$ cat src/rtl/user_button_pulser.sv
// -----------------------------------------------------------------------------
// user_button_pulser
//
// Turns the two raw user push-buttons into clean single-cycle up/down blips
// for the user counter. Each channel synchronizes its raw pin through two
// flops, debounces it, and runs a small press FSM. The FSM emits a blip on the
// press, a repeat blip after REPEAT_DELAY, and then one every REPEAT_PERIOD
// while the button is held. Requests from the two channels that land in the
// same cycle cancel each other.
//
// Ports:
//   Clk100M   - system clock, rising edge
//   reset     - asynchronous active-low reset
//   btnUp     - raw up button, active-high, asynchronous
//   btnDown   - raw down button, active-high, asynchronous
//   enable    - gates blip generation only; the channels keep running
//   upBlip    - registered one-cycle up pulse
//   downBlip  - registered one-cycle down pulse
//   upLevel   - debounced level of btnUp
//   downLevel - debounced level of btnDown
// -----------------------------------------------------------------------------
module user_button_pulser #(
  parameter int unsigned DEBOUNCE_CYCLES = 1000000,
  parameter int unsigned REPEAT_DELAY    = 50000000,
  parameter int unsigned REPEAT_PERIOD   = 10000000
) (
  input  logic Clk100M,
  input  logic reset,
  input  logic btnUp,
  input  logic btnDown,
  input  logic enable,
  output logic upBlip,
  output logic downBlip,
  output logic upLevel,
  output logic downLevel
);

  localparam int CW = 27;

  // Terminal values: a counter reaching N means it held N-1 before the edge.
  localparam logic [CW-1:0] DEBOUNCE_LAST = CW'(DEBOUNCE_CYCLES - 1);
  localparam logic [CW-1:0] DELAY_LAST    = CW'(REPEAT_DELAY - 1);
  localparam logic [CW-1:0] PERIOD_LAST   = CW'(REPEAT_PERIOD - 1);

  typedef enum logic [1:0] {
    IDLE       = 2'd0,
    HOLD_DELAY = 2'd1,
    REPEAT     = 2'd2
  } pressState_t;

  // Channel 0 is up, channel 1 is down.
  logic [1:0] rawPins;
  logic [1:0] stableLevel;
  logic [1:0] blipReq;

  assign rawPins = {btnDown, btnUp};

  for (genvar gi = 0; gi < 2; gi++) begin : gChannel
    logic          sync1Reg;
    logic          sync2Reg;
    logic          stableReg;
    logic [CW-1:0] debounceCntReg;
    logic [CW-1:0] repeatCntReg;
    logic [CW-1:0] repeatCntNext;
    pressState_t   stateReg;
    pressState_t   stateNext;
    logic          req;

    // Synchronizer and debouncer. The counter tracks how long sync2 has
    // disagreed with the accepted level; any agreement restarts the count.
    always_ff @(posedge Clk100M or negedge reset) begin
      if (!reset) begin
        sync1Reg       <= 1'b0;
        sync2Reg       <= 1'b0;
        stableReg      <= 1'b0;
        debounceCntReg <= '0;
      end else begin
        sync1Reg <= rawPins[gi];
        sync2Reg <= sync1Reg;
        if (sync2Reg != stableReg) begin
          if (debounceCntReg == DEBOUNCE_LAST) begin
            stableReg      <= sync2Reg;
            debounceCntReg <= '0;
          end else begin
            debounceCntReg <= debounceCntReg + 1'b1;
          end
        end else begin
          debounceCntReg <= '0;
        end
      end
    end

    always_ff @(posedge Clk100M or negedge reset) begin
      if (!reset) begin
        stateReg     <= IDLE;
        repeatCntReg <= '0;
      end else begin
        stateReg     <= stateNext;
        repeatCntReg <= repeatCntNext;
      end
    end

    // Release is checked first so it overrides a repeat due in the same cycle.
    // IDLE with stable high can only follow a 0->1 transition, because any
    // low level forces IDLE.
    always_comb begin
      stateNext     = stateReg;
      repeatCntNext = repeatCntReg;
      req           = 1'b0;
      if (!stableReg) begin
        stateNext     = IDLE;
        repeatCntNext = '0;
      end else begin
        case (stateReg)
          IDLE: begin
            stateNext     = HOLD_DELAY;
            repeatCntNext = '0;
            req           = 1'b1;
          end
          HOLD_DELAY: begin
            if (repeatCntReg == DELAY_LAST) begin
              stateNext     = REPEAT;
              repeatCntNext = '0;
              req           = 1'b1;
            end else begin
              repeatCntNext = repeatCntReg + 1'b1;
            end
          end
          REPEAT: begin
            if (repeatCntReg == PERIOD_LAST) begin
              repeatCntNext = '0;
              req           = 1'b1;
            end else begin
              repeatCntNext = repeatCntReg + 1'b1;
            end
          end
          default: begin
            stateNext     = IDLE;
            repeatCntNext = '0;
          end
        endcase
      end
    end

    assign stableLevel[gi] = stableReg;
    assign blipReq[gi]     = req;
  end

  // Coincident requests are dropped outright so the counter never sees both.
  always_ff @(posedge Clk100M or negedge reset) begin
    if (!reset) begin
      upBlip   <= 1'b0;
      downBlip <= 1'b0;
    end else begin
      upBlip   <= blipReq[0] & ~blipReq[1] & enable;
      downBlip <= blipReq[1] & ~blipReq[0] & enable;
    end
  end

  assign upLevel   = stableLevel[0];
  assign downLevel = stableLevel[1];

endmodule

$ cat config.mk
export PLATFORM = sky130hd
export DESIGN_NAME = user_button_pulser
export DESIGN_NICKNAME = d
export VERILOG_FILES = /design/src/rtl/user_button_pulser.sv
export SDC_FILE = /design/constraint.sdc
export NUM_CORES = 1
export LEC_CHECK = 0
export ABC_AREA = 1
export BUFFER_PORTS_ARGS = -buffer_cell sky130_fd_sc_hd__buf_2
export CELL_PAD_IN_SITES_DETAIL_PLACEMENT = 1
export CELL_PAD_IN_SITES_GLOBAL_PLACEMENT = 1
export CORE_MARGIN = 10
export CORE_UTILIZATION = 47
export CTS_CLUSTER_DIAMETER = 30
export DETAILED_ROUTE_END_ITERATION = 16
export PLACE_DENSITY = 0.84
export SYNTH_ARGS = -nofsm -noshare
export SYNTH_HDL_FRONTEND = slang
export SYNTH_SLANG_ARGS = --single-unit
$ cat constraint.sdc
create_clock -name Clk100M -period 1.7 [get_ports Clk100M]
set_input_delay 0.51 -clock Clk100M [delete_from_list [all_inputs] [get_ports Clk100M]]
set_output_delay 0.51 -clock Clk100M [all_outputs]
set_load 0.03 [all_outputs]
==> results_dict.tcl, run 1 <==
set metrics [dict create \
    status "finished with violations" \
    violations "negative setup slack" \
    max_freq_mhz 574 \
    finalCritPeriodShare_pct 102 \
    syn_inst 955 \
    drtIter0Drc 374 \
    maxSlewViolCount 0 \
    r2r_start "gChannel[0].repeatCntReg[18]" \
    max-slew-margin-rel_pct 62.5 \
    critPathSlowestCell "dfrtp_1" \
    switchingPower_mw 1.46 \
    grt_pass1_vias 7252 \
    ir_drop_v 0.000773 \
    coreArea_sq_um 14600 \
    synth_nets 974 \
    max_cap_violations 0 \
    critPathMaxStageDelay_ns 0.40 \
    cts.clk_slew.worst_paths_ns 0.06 \
    wl_met3_microns 742 \
    first_pass_iters 5 \
    grt_first_pass_wirelength_mm 35.4 \
    die_w_microns 142 \
    syn_area_sq_um 7030 \
    start_util_pct 48.2 \
    ys_types 33 \
    wl_met1_mm 9.59 \
    hold_violations 0 \
    die_h_microns 142 \
    worstSetupStartpoint "gChannel[0].repeatCntReg[18]" \
    endpoint "downBlip" \
    tightest_slew_ns 0.562 \
    wl_per_cell_microns 18.8 \
    rr_worst_depth 10 \
    drive_gt1_share_pct 18.6 \
    cts-htree-levels 4 \
    cts_tree "done" \
    cts_buffer_depth 2 \
    drc_errors 0 \
    synth-seq-area-share_pct 42.7 \
    nNetsFinal 1056 \
    reg2reg_slack_ns -0.04 \
    wirelength_mm 23.2 \
    p_leak_nw 3.59 \
    worstSetupStartpointType "flip-flop" \
    p_int_mw 5.18 \
    grt_use_total_pct 21.6 \
    arrival_ns 2.05 \
    rr_endpoint "downBlip" \
    avgSynthCellArea_sq_um 7.36 \
    grt_overflow 0 \
    swShare_pct 21.9 \
    via_count 6822 \
    crit_type "reg2reg" \
    pwr-share-comb_pct 2.5 \
    skew_ns 0.0114 \
    grt_max_degree 37 \
    cts_sinks 120 \
    cp_max_fo 4 \
    ant_nets 0 \
    pwr-share-seq_pct 43.6 \
    port_buffers 8 \
    ys_warn_count 0 \
    worst_slack_ns -0.0412 \
    syn_to_final_growth_pct 23.8 \
    io_pins 9 \
    viasPerCell 5.53 \
    antenna_found_initial 0 \
    pre_cts_ws_ns -0.0695 \
    endpoint_kind "flip-flop" \
    timing.final.crit_period_ns 1.74 \
    path_cells "inv_1, nand2_1, nor2_1, nand2_1, nor2_1, nand3_1, nand3_1, nand2_1, inv_1, nor2_1" \
    min_path_type "in2reg" \
    power.clock.fraction_pct 54.0 \
    n_antenna_cell 0 \
    clk_latency_ns 0.43 \
    setup_viol 36 \
    root_buffer "clkbuf_16" \
    numCtsBuffers 17 \
    required_ns 2.01 \
    wl_met2_mm 12.1 \
    dieArea_sq_um 20300 \
    p_per_area_nw_per_um2 762 \
    rsz0062_at_grt "yes" \
    yosys_register_bits 120 \
    dpl.hpwl_mm 14.7 \
    num_rows 44 \
    hold_slack_ns 0.188 \
    highest_layer "met4" \
    gp_congestion 0.859 \
]
[flip-flops by register name, summed over array words and instances (netlist names)]
name / count
downBlip: 1
downLevel: 1
gChannel.debounceCntReg: 54
gChannel.repeatCntReg: 54
gChannel.stateReg: 4
gChannel.sync1Reg: 2
gChannel.sync2Reg: 2
upBlip: 1
upLevel: 1
[timing repair]
action	in CTS	in global routing
gates resized for setup	13	78
setup endpoints to repair	63	85
gates cloned	1	5
hold buffers	1	0
hold endpoints to repair	5	0
buffers inserted	1	6
pin swaps	4	10
[worst min-delay path by stage]
stage	startpoint	to	slack, ns	cells past startpoint
6_report	btnDown	gChannel[1].sync1Reg	0.19	1
5_1_grt	btnUp	gChannel[0].sync1Reg	0.18	1
4_1_cts	btnDown	gChannel[1].sync1Reg	0.17	1
3_5_place_dp	gChannel[1].sync1Reg	gChannel[1].sync2Reg	0.34	0
3_3_place_gp	gChannel[1].sync1Reg	gChannel[1].sync2Reg	0.33	0
2_1_floorplan	reset	downBlip	0.21	0
[cells by family (layout without fill, tap and decap cells)]
kind of cell               after synthesis  after routing  synth area share [%]
AOI/OAI and AO/OA                       22             22                  1.69
adders and majority gates               14             14                  2.49
DFF                                    120            120                  42.7
xor gates and xnor gates                69             69                  8.70
buffers and inverters                  133            222                  7.65
and+or+nand+nor                        597            603                  36.8
[layer usage]
metal / vias to the layer above / GRT usage (%)
met2: 136 / 38.8
met4: 0 / 7.61
met1: 3426 / 25.0
li1: 3195 / -
met3: 65 / 4.01
met5: - / 0
[worst max-delay path: cells and delay by family, from the launching register on]
kind,cells,cell delay [ns]
simple gates,8,0.95
flops,1,0.40
buf+inv,2,0.27
[power by group through the flow]
stage | registers [mW] | logic (mW) | clock network, mW
6_report | 2.89 | 0.165 | 3.58
3_3_place_gp | 2.94 | 0.158 | 0
3_5_place_dp | 2.94 | 0.163 | 0
2_1_floorplan | 2.94 | 0.0454 | 0
4_1_cts | 2.89 | 0.168 | 3.63
5_1_grt | 2.89 | 0.187 | 3.77
[stage by stage]
step	instances	TNS [ns]	total power [mW]	cell area (sq um)	utilization, %
after detailed placement	1188	-1.70	3.10	7670	52.6
after global routing	1234	-3.52	6.84	8710	59.7
after global placement	1188	0	3.10	7670	52.6
after floorplan	955	0	2.98	7030	-
after CTS	1223	-0.0176	6.69	8320	57.1
final	1234	-0.353	6.64	8710	59.7
[Yosys cell counts (all sizes together)]
| master | count | area share [%] |
|---|---|---|
| xnor2 | 12 | 1.5 |
| buf | 10 | 1.1 |
| and2 | 1 | 0.089 |
| nand3 | 71 | 5.2 |
| nand4 | 30 | 2.8 |
| a31oi | 5 | 0.44 |
| clkbuf | 2 | 0.12 |
| dfrtp | 120 | 43 |
| or2 | 3 | 0.27 |
| nor2 | 227 | 12 |
| a21o | 1 | 0.11 |
| and3 | 1 | 0.089 |
| inv | 119 | 6.4 |
| nand2 | 202 | 11 |
| nor3 | 49 | 3.7 |
| clkinv | 2 | 0.11 |
| xor2 | 57 | 7.2 |
| nand3b | 1 | 0.11 |
| ha | 14 | 2.5 |
| o21ai | 10 | 0.71 |
| a21oi | 6 | 0.43 |
| nor3b | 6 | 0.64 |
| nor4 | 6 | 0.53 |
[layout make-up]
type | count | area, sq um
clock inverter | 9 | 97.6
inverter | 121 | 458
fill | 1823 | 5880
clock buffer | 23 | 478
multi-input combinational | 708 | 3880
timing repair buffer | 69 | 556
sequential | 120 | 3010
tap | 184 | 230
[layout by cell type, fill, tap and decap left out, types with 11 or more instances in the layout]
master | synthesis | routed
nand3_1 | 70 | 66
xor2_1 | 56 | 56
buf_4 | 0 | 58
nor2_2 | 7 | 31
nand2_1 | 198 | 189
nand4_1 | 29 | 29
nor2_1 | 220 | 188
dfrtp_1 | 120 | 115
xnor2_1 | 12 | 12
clkbuf_16 | 0 | 17
nor3_2 | 3 | 11
inv_1 | 116 | 112
nor3_1 | 46 | 38
ha_1 | 14 | 11
No activity file was read; power rests on OpenSTA's default activity.
==> run 2, diff against run 1 <==
--- a/config.mk
+++ b/config.mk
@@ -5,12 +5,12 @@
 export SDC_FILE = /design/constraint.sdc
 export NUM_CORES = 1
 export LEC_CHECK = 0
-export ABC_AREA = 1
+export ABC_AREA = 0
 export BUFFER_PORTS_ARGS = -buffer_cell sky130_fd_sc_hd__buf_2
 export CELL_PAD_IN_SITES_DETAIL_PLACEMENT = 1
 export CELL_PAD_IN_SITES_GLOBAL_PLACEMENT = 1
 export CORE_MARGIN = 10
-export CORE_UTILIZATION = 47
+export CORE_UTILIZATION = 50
 export CTS_CLUSTER_DIAMETER = 30
 export DETAILED_ROUTE_END_ITERATION = 16
 export PLACE_DENSITY = 0.84
==> run 2 against run 1 <==
The flow now stops in global routing (5_1_grt). Area after synthesis decreased by 13%. Synthesized cell count fell by 35%.
==> results_dict.tcl, run 2 <==
set metrics [dict create \
    holdBufCountCts 0 \
    synth_top_cell_area_share_pct 48.8 \
    synth_common_cells "125 x nor2_1, 120 x dfrtp_1, 67 x xor2_1" \
    cts_sinks 120 \
    die_h_microns 131 \
    syn_area_sq_um 6150 \
    ys_types 46 \
    port_buffers 8 \
    async_flop_share_pct 100 \
    num_rows 40 \
    yosys_register_bits 120 \
    status "did not finish" \
    ys.flop_type "dfrtp_1" \
    error "[ERROR DPL-0033] detailed placement checks failed during check placement." \
    avgSynthCellArea_sq_um 9.88 \
    root_buffer "clkbuf_16" \
    die_w_microns 131 \
    numCtsBuffers 17 \
    io_pins 9 \
    grt_max_degree 73 \
    cts-htree-levels 4 \
    synth_edf_count 0 \
    start_util_pct 51.2 \
    crit_endpoint "gChannel[1].repeatCntReg[23]$_DFF_PN0_/D" \
    syn_inst 623 \
    synth-seq-area-share_pct 48.8 \
    synth_area_leaders "dfrtp_1 49%, xor2_1 9.5%, nor2_1 7.6%" \
    synth_most_common_cell "nor2_1" \
    cts_buffer_depth 2 \
    synth_largest_area_cell "dfrtp_1" \
    dpl.hpwl_mm 12.1 \
    antenna_found_initial 0 \
    worst_endpoint_kind "sequential cell input" \
    synth_nets 642 \
    gp_congestion 0.837 \
    ys_warn_count 0 \
    haltStage "global routing (5_1_grt)" \
]
==> run 2: changes by cell type after synthesis, sizes merged, moves of 16 or more <==
| cell | previous run | this run |
|---|---|---|
| nor2 | 227 | 125 |
| and3 | 1 | 19 |
| inv | 119 | 17 |
| nand2 | 202 | 42 |
| nor3 | 49 | 6 |
| nand3 | 71 | 55 |
| xnor2 | 12 | 33 |
==> run 2: kinds of logic after synthesis <==
family	share of synthesized area, %
compound gates	1.77
flops	48.8
buf+inv	2.99
xor+xnor	14.2
fa+ha+maj	2.85
mux	1.02
simple gates	28.3
==> run 2: stage by stage <==
stage          TNS (ns)  util [%]  worst slack (ns)  instance area, sq um  cells
2_1_floorplan     -3.11         -           -0.0867                  6240    623
3_3_place_gp      -6.70      60.1            -0.212                  7220    871
3_5_place_dp     -21.11      60.1            -0.269                  7220    871
4_1_cts          -17.35      70.2            -0.251                  8430    923
==> run 2: what timing repair did <==
action | CTS
endpoints found under the setup margin | 118
pin swaps | 37
gates resized for setup | 89
gates cloned | 4
buffers inserted | 17
==> run 3, diff against run 2 <==
==> config.mk (replaced) <==
export PLATFORM = sky130hd
export DESIGN_NAME = user_button_pulser
export DESIGN_NICKNAME = d
export VERILOG_FILES = /design/src/rtl/user_button_pulser.sv
export SDC_FILE = /design/constraint.sdc
export NUM_CORES = 1
export LEC_CHECK = 0
export ABC_AREA = 0
export BUFFER_PORTS_ARGS = -buffer_cell sky130_fd_sc_hd__buf_2
export CORE_MARGIN = 10
export CORE_UTILIZATION = 40
export DETAILED_ROUTE_END_ITERATION = 16
export PLACE_DENSITY_LB_ADDON = 0.15
export SYNTH_ARGS = -nofsm -noshare
export SYNTH_HDL_FRONTEND = slang
export SYNTH_SLANG_ARGS = --single-unit
==> run 3 against run 2 <==
The flow now finishes, with violations (negative setup slack). Synthesized cell count unchanged. Area after synthesis unchanged.
==> results_dict.tcl, run 3 <==
set metrics [dict create \
    dpl.hpwl_mm 9.54 \
    crit_type "reg2reg" \
    finalCritPeriodShare_pct 113 \
    drc_errors 0 \
    path_cells "nor4_2, nand4_1, o41ai_2, a21o_2, clkbuf_16, nor2_2" \
    port_buffers 8 \
    yosys_register_bits 120 \
    timing.final.crit_period_ns 1.92 \
    antenna_found_initial 0 \
    grt_use_total_pct 14.4 \
    syn_inst 623 \
    total_power_mw 7.15 \
    arrival_ns 2.24 \
    viasPerCell 5.23 \
    max_cap_violations 0 \
    endpoint_kind "flip-flop" \
    reg2reg_slack_ns -0.22 \
    die_h_microns 144 \
    endpoint "gChannel[0].repeatCntReg[19]" \
    grt_max_degree 40 \
    gp_congestion 0.837 \
    die_w_microns 144 \
    cp_max_fo 7 \
    p_leak_nw 3.75 \
    ant_nets 0 \
    async_flop_share_pct 100 \
    grt_pass1_vias 5140 \
    violations "negative setup slack" \
    cts_tree "done" \
    layout_commonest_cell "buf_4" \
    p_int_mw 5.64 \
    switchingPower_mw 1.51 \
    ir_drop_v 0.000773 \
    nNetsFinal 792 \
    ys.flop_type "dfrtp_1" \
    coreArea_sq_um 15100 \
    min_path_type "in2reg" \
    maxSlewViolCount 0 \
    root_buffer "clkbuf_16" \
    max-slew-margin-rel_pct 69.9 \
    io_pins 9 \
    grt_overflow 0 \
    num_rows 45 \
    rr_worst_depth 6 \
    ys_types 46 \
    setup_viol 109 \
    top_regs "gChannel.debounceCntReg (54), gChannel.repeatCntReg (54), gChannel.stateReg (4)" \
    hold_depth 1 \
    tightest_slew_ns 0.451 \
    drtIter0Drc 261 \
    critPathMaxStageDelay_ns 0.38 \
    power.clock.fraction_pct 56.0 \
    pwr-share-comb_pct 3.6 \
    worstSetupStartpointType "flip-flop" \
    required_ns 2.02 \
    r2r_start "gChannel[0].repeatCntReg[24]" \
    synth_edf_count 0 \
    clk_latency_ns 0.43 \
    drive_gt1_share_pct 42.1 \
    swShare_pct 21.1 \
    worst_slack_ns -0.221 \
    synth_most_common_cell "nor2_1" \
    synth_top_cell_area_share_pct 48.8 \
    synth_area_leaders "dfrtp_1 49%, xor2_1 9.5%, nor2_1 7.6%" \
    wirelength_mm 15.4 \
    avgSynthCellArea_sq_um 9.88 \
    synth_common_cells "125 x nor2_1, 120 x dfrtp_1, 67 x xor2_1" \
    cts.clk_slew.worst_paths_ns 0.06 \
    cp.depth 6 \
    pwr-share-seq_pct 40.4 \
    p_per_area_nw_per_um2 790 \
    start_util_pct 40.6 \
    rsz0062_at_grt "yes" \
    syn_to_final_growth_pct 47.2 \
    ys_warn_count 0 \
    wl_per_cell_microns 15.8 \
    status "finished with violations" \
    path_buf_inv 1 \
    cts-htree-levels 4 \
    critPathSlowestCell "dfrtp_1" \
    skew_ns 0.00852 \
    first_pass_iters 4 \
    grt_first_pass_wirelength_mm 24.0 \
    n_antenna_cell 0 \
    dieArea_sq_um 20700 \
    synth_nets 642 \
    rr_endpoint "gChannel[0].repeatCntReg[19]" \
    fin_util_pct 59.8 \
    synth-seq-area-share_pct 48.8 \
    synth_largest_area_cell "dfrtp_1" \
    syn_area_sq_um 6150 \
    numCtsBuffers 17 \
    critPathTopFamily "compound AO/OA/AOI/OAI gates" \
    cts_buffer_depth 2 \
    most-common-layout-cells "122 x buf_4, 114 x dfrtp_1, 62 x xor2_1, 48 x nor2_1, 47 x nor2_4" \
    cts_sinks 120 \
    hold_violations 0 \
    via_count 5096 \
    worstSetupStartpoint "gChannel[0].repeatCntReg[24]" \
    fillers 1240 \
    max_freq_mhz 520 \
]
-- run 3: cell counts after synthesis --
Identical to the previous run, type by type.
-- run 3: repair_timing --
item | in CTS | in global routing
gates cloned | 0 | 9
hold buffers | 1 | 0
hold endpoints to repair | 8 | 0
resized for setup | 17 | 179
pin swaps | 7 | 56
endpoints found under the setup margin | 118 | 116
setup buffers | 5 | 9
-- run 3: cell type report --
type | instances | area, sq um | area share, %
Clock inverter | 13 | 200 | 2.21
Clock buffer | 19 | 453 | 5.00
Sequential cell | 120 | 3010 | 33.3
Timing Repair Buffer | 149 | 1320 | 14.6
Inverter | 17 | 63.8 | 0.705
Multi-Input combinational cell | 468 | 3770 | 41.6
Tap cell | 188 | 235 | 2.60
-- run 3: layer usage --
layer / track usage [%] / up-vias / wire length, microns
met4: 7.63 / 0 / 398
met5: 0 / - / 0
met2: 23.4 / 69 / 7980
li1: - / 2438 / -
met3: 3.28 / 29 / 378
met1: 17.4 / 2560 / 6660
-- run 3: through the flow --
stage          std cells  TNS [ns]  hold slack (ns)  instance area, sq um  worst slack (ns)
2_1_floorplan        623     -3.11            0.214                  6240           -0.0867
3_3_place_gp         918    -13.16            0.344                  7320            -0.244
3_5_place_dp         918    -15.54            0.346                  7320            -0.291
4_1_cts              956     -9.71            0.170                  8100            -0.186
5_1_grt              974    -22.64            0.177                  9050            -0.326
6_report             974    -12.67            0.183                  9050            -0.221
-- run 3: cell families (layout without fill, tap and decap cells) --
group                      after synthesis  in the layout  synth area share, %
buffers and inverters                   35            198                 2.99
AOI/OAI and AO/OA                       15             15                 1.77
xor gates and xnor gates               100            100                 14.2
adders and majority gates               14             14                 2.85
and+or+nand+nor                        333            333                 28.3
muxes                                    6              6                 1.02
DFF                                    120            120                 48.8
-- run 3: power groups by stage --
| stage | sequential [mW] | clock (mW) | combinational, mW |
|---|---|---|---|
| 3_3_place_gp | 2.93 | 0 | 0.162 |
| 3_5_place_dp | 2.94 | 0 | 0.167 |
| 2_1_floorplan | 2.94 | 0 | 0.0544 |
| 5_1_grt | 2.89 | 4.19 | 0.280 |
| 4_1_cts | 2.89 | 4.07 | 0.176 |
| 6_report | 2.89 | 4.01 | 0.255 |
-- run 3: worst min-delay path by stage --
stage | endpoint | from | slack (ns)
floorplan | downBlip | reset | 0.21
global placement | gChannel[1].sync2Reg | gChannel[1].sync1Reg | 0.34
detailed placement | gChannel[1].sync2Reg | gChannel[1].sync1Reg | 0.35
CTS | gChannel[0].sync1Reg | btnUp | 0.17
global route | gChannel[1].sync1Reg | btnDown | 0.18
finish | gChannel[0].sync1Reg | btnUp | 0.18
==> run 4, diff against run 3 <==
--- a/config.mk
+++ b/config.mk
@@ -8,9 +8,9 @@
 export ABC_AREA = 0
 export BUFFER_PORTS_ARGS = -buffer_cell sky130_fd_sc_hd__buf_2
 export CORE_MARGIN = 10
-export CORE_UTILIZATION = 40
+export CORE_UTILIZATION = 45
 export DETAILED_ROUTE_END_ITERATION = 16
-export PLACE_DENSITY_LB_ADDON = 0.15
+export REMOVE_ABC_BUFFERS = 1
 export SYNTH_ARGS = -nofsm -noshare
 export SYNTH_HDL_FRONTEND = slang
 export SYNTH_SLANG_ARGS = --single-unit
==> run 4 against run 3 <==
Largest cell class unchanged. First-iteration DRC count is 38% higher. Wire length is 0.14% higher. Total power is 0.76% lower. Global-route usage is 1.7 points higher. Critical path depth is 1 lower. Highest routed layer unchanged. Clock-buffer cell count is 3 higher. Combinational power hardly changed. The run ends with negative hold slack, negative setup slack left. Clock power is 1% lower. Sequential share of layout area is 0.35 points lower.
==> results_dict.tcl, run 4 (synthesis results as in run 3) <==
set metrics [dict create \
    n_antenna_cell 0 \
    grt_first_pass_wirelength_mm 24.5 \
    status "finished with violations" \
    wl_per_cell_microns 16.0 \
    grt_max_degree 36 \
    tightest_slew_ns 0.393 \
    die_w_microns 137 \
    ir_drop_v 0.000569 \
    required_ns 2.06 \
    first_pass_iters 4 \
    instances_no_fill 966 \
    worstSetupStartpointType "flip-flop" \
    endpoint "downBlip" \
    design_area_sq_um 9150 \
    num_rows 42 \
    top_regs "gChannel.debounceCntReg (54), gChannel.repeatCntReg (54), gChannel.stateReg (4)" \
    dieArea_sq_um 18700 \
    endpoint_kind "flip-flop" \
    drive_gt1_share_pct 42.7 \
    max-slew-margin-rel_pct 73.7 \
    wirelength_mm 15.4 \
    cts_buffer_depth 2 \
    via_count 5144 \
    gp_congestion 0.850 \
    syn_to_final_growth_pct 48.7 \
    die_h_microns 137 \
    total_power_mw 7.09 \
    crit_type "reg2reg" \
    numCtsBuffers 17 \
    holdBufCountCts 0 \
    cts.clk_slew.worst_paths_ns 0.05 \
    dp.cells 911 \
    drtIter0Drc 359 \
    min_path_type "in2async" \
    rr_endpoint "downBlip" \
    arrival_ns 2.25 \
    fin_setup_tns_ns -9.91 \
    skew_ns 0.00988 \
    port_buffers 8 \
    layout_commonest_cell "buf_4" \
    cp_max_fo 3 \
    grt_pass1_vias 5288 \
    grt_use_total_pct 16.1 \
    start_util_pct 46.3 \
    viasPerCell 5.33 \
    hold_slack_ns -0.00605 \
    io_pins 9 \
    antenna_found_initial 0 \
    maxSlewViolCount 0 \
    nNetsFinal 798 \
    violations "negative hold slack, negative setup slack" \
    clk_latency_ns 0.42 \
    placed_area_sq_um 7290 \
    p_per_area_nw_per_um2 775 \
    rr_worst_depth 5 \
    worst_slack_ns -0.194 \
    root_buffer "clkbuf_16" \
    grt_overflow 0 \
    worstSetupStartpoint "gChannel[1].repeatCntReg[9]" \
    dpl.hpwl_mm 9.20 \
    ant_nets 0 \
    r2r_start "gChannel[1].repeatCntReg[9]" \
    setup_viol 86 \
    rsz0062_at_grt "yes" \
    cts_tree "done" \
    max_cap_violations 0 \
    timing.final.crit_period_ns 1.89 \
    drc_errors 0 \
    finalCritPeriodShare_pct 111 \
    p_leak_nw 3.85 \
    cts_sinks 120 \
    max_freq_mhz 528 \
    coreArea_sq_um 13300 \
    cts-htree-levels 4 \
    hold_violations 6 \
    most-common-layout-cells "124 x buf_4, 114 x dfrtp_1, 64 x xor2_1, 50 x nor2_4" \
    reg2reg_slack_ns -0.19 \
]
-- run 4: cell types whose count changed in the layout (fill, tap and decap cells not counted), moves of 3 or more --
cell	previous run	this run
buf_6	4	9
nor4_1	5	1
clkinv_2	5	2
nand3_2	4	7
nand3_4	5	2
nor2_4	47	50
-- run 4: worst min path at each step --
stage	start	slack (ns)	to
6_report	reset	-0.006	gChannel[1].debounceCntReg[18]
3_5_place_dp	gChannel[1].sync1Reg	0.34	gChannel[1].sync2Reg
4_1_cts	reset	0.0002	gChannel[1].debounceCntReg[18]
3_3_place_gp	gChannel[1].sync1Reg	0.35	gChannel[1].sync2Reg
2_1_floorplan	reset	0.21	downBlip
5_1_grt	reset	0.01	gChannel[1].debounceCntReg[18]
-- run 4: power breakdown --
group / internal [mW] / switching, mW
combinational: 0.105 / 0.154
clock: 2.70 / 1.25
sequential: 2.88 / 0.0101
total: 5.68 / 1.42
-- run 4: area by class of cell --
cell class	count	area, sq um
Clock buffer	22	474
Clock inverter	8	169
Multi-Input combinational cell	468	3810
Tap cell	176	220
Fill cell	917	4150
Sequential cell	120	3010
Inverter	17	63.8
Timing Repair Buffer	155	1400
-- run 4: through the flow --
step	hold slack, ns	utilization, %	worst slack, ns
6_report	-0.00605	68.8	-0.194
5_1_grt	0.0148	68.8	-0.295
2_1_floorplan	0.214	-	-0.392
3_5_place_dp	0.341	54.8	-0.240
4_1_cts	0.000183	62.3	-0.164
3_3_place_gp	0.348	54.8	-0.206
-- run 4: critical path, stage by stage (launching register included) --
cell and delay (ns):
dfrtp_1 0.38, nand4bb_1 0.20, or4_4 0.57, a2111oi_4 0.32, or2_4 0.19, o2111a_1 0.17
-- run 4: timing repair --
action,4_1_cts,5_1_grt
gates resized for setup,61,163
pin swaps,33,77
cloned,4,7
buffers inserted,6,8
endpoints found under the setup margin,118,116
-- run 4: per-layer routing --
metal	global-route usage (%)	wire length, microns	vias up
met4	5.91	214	0
met2	26.3	7940	85
met5	0	0	-
met3	4.18	645	23
li1	-	-	2445
met1	20.1	6640	2591
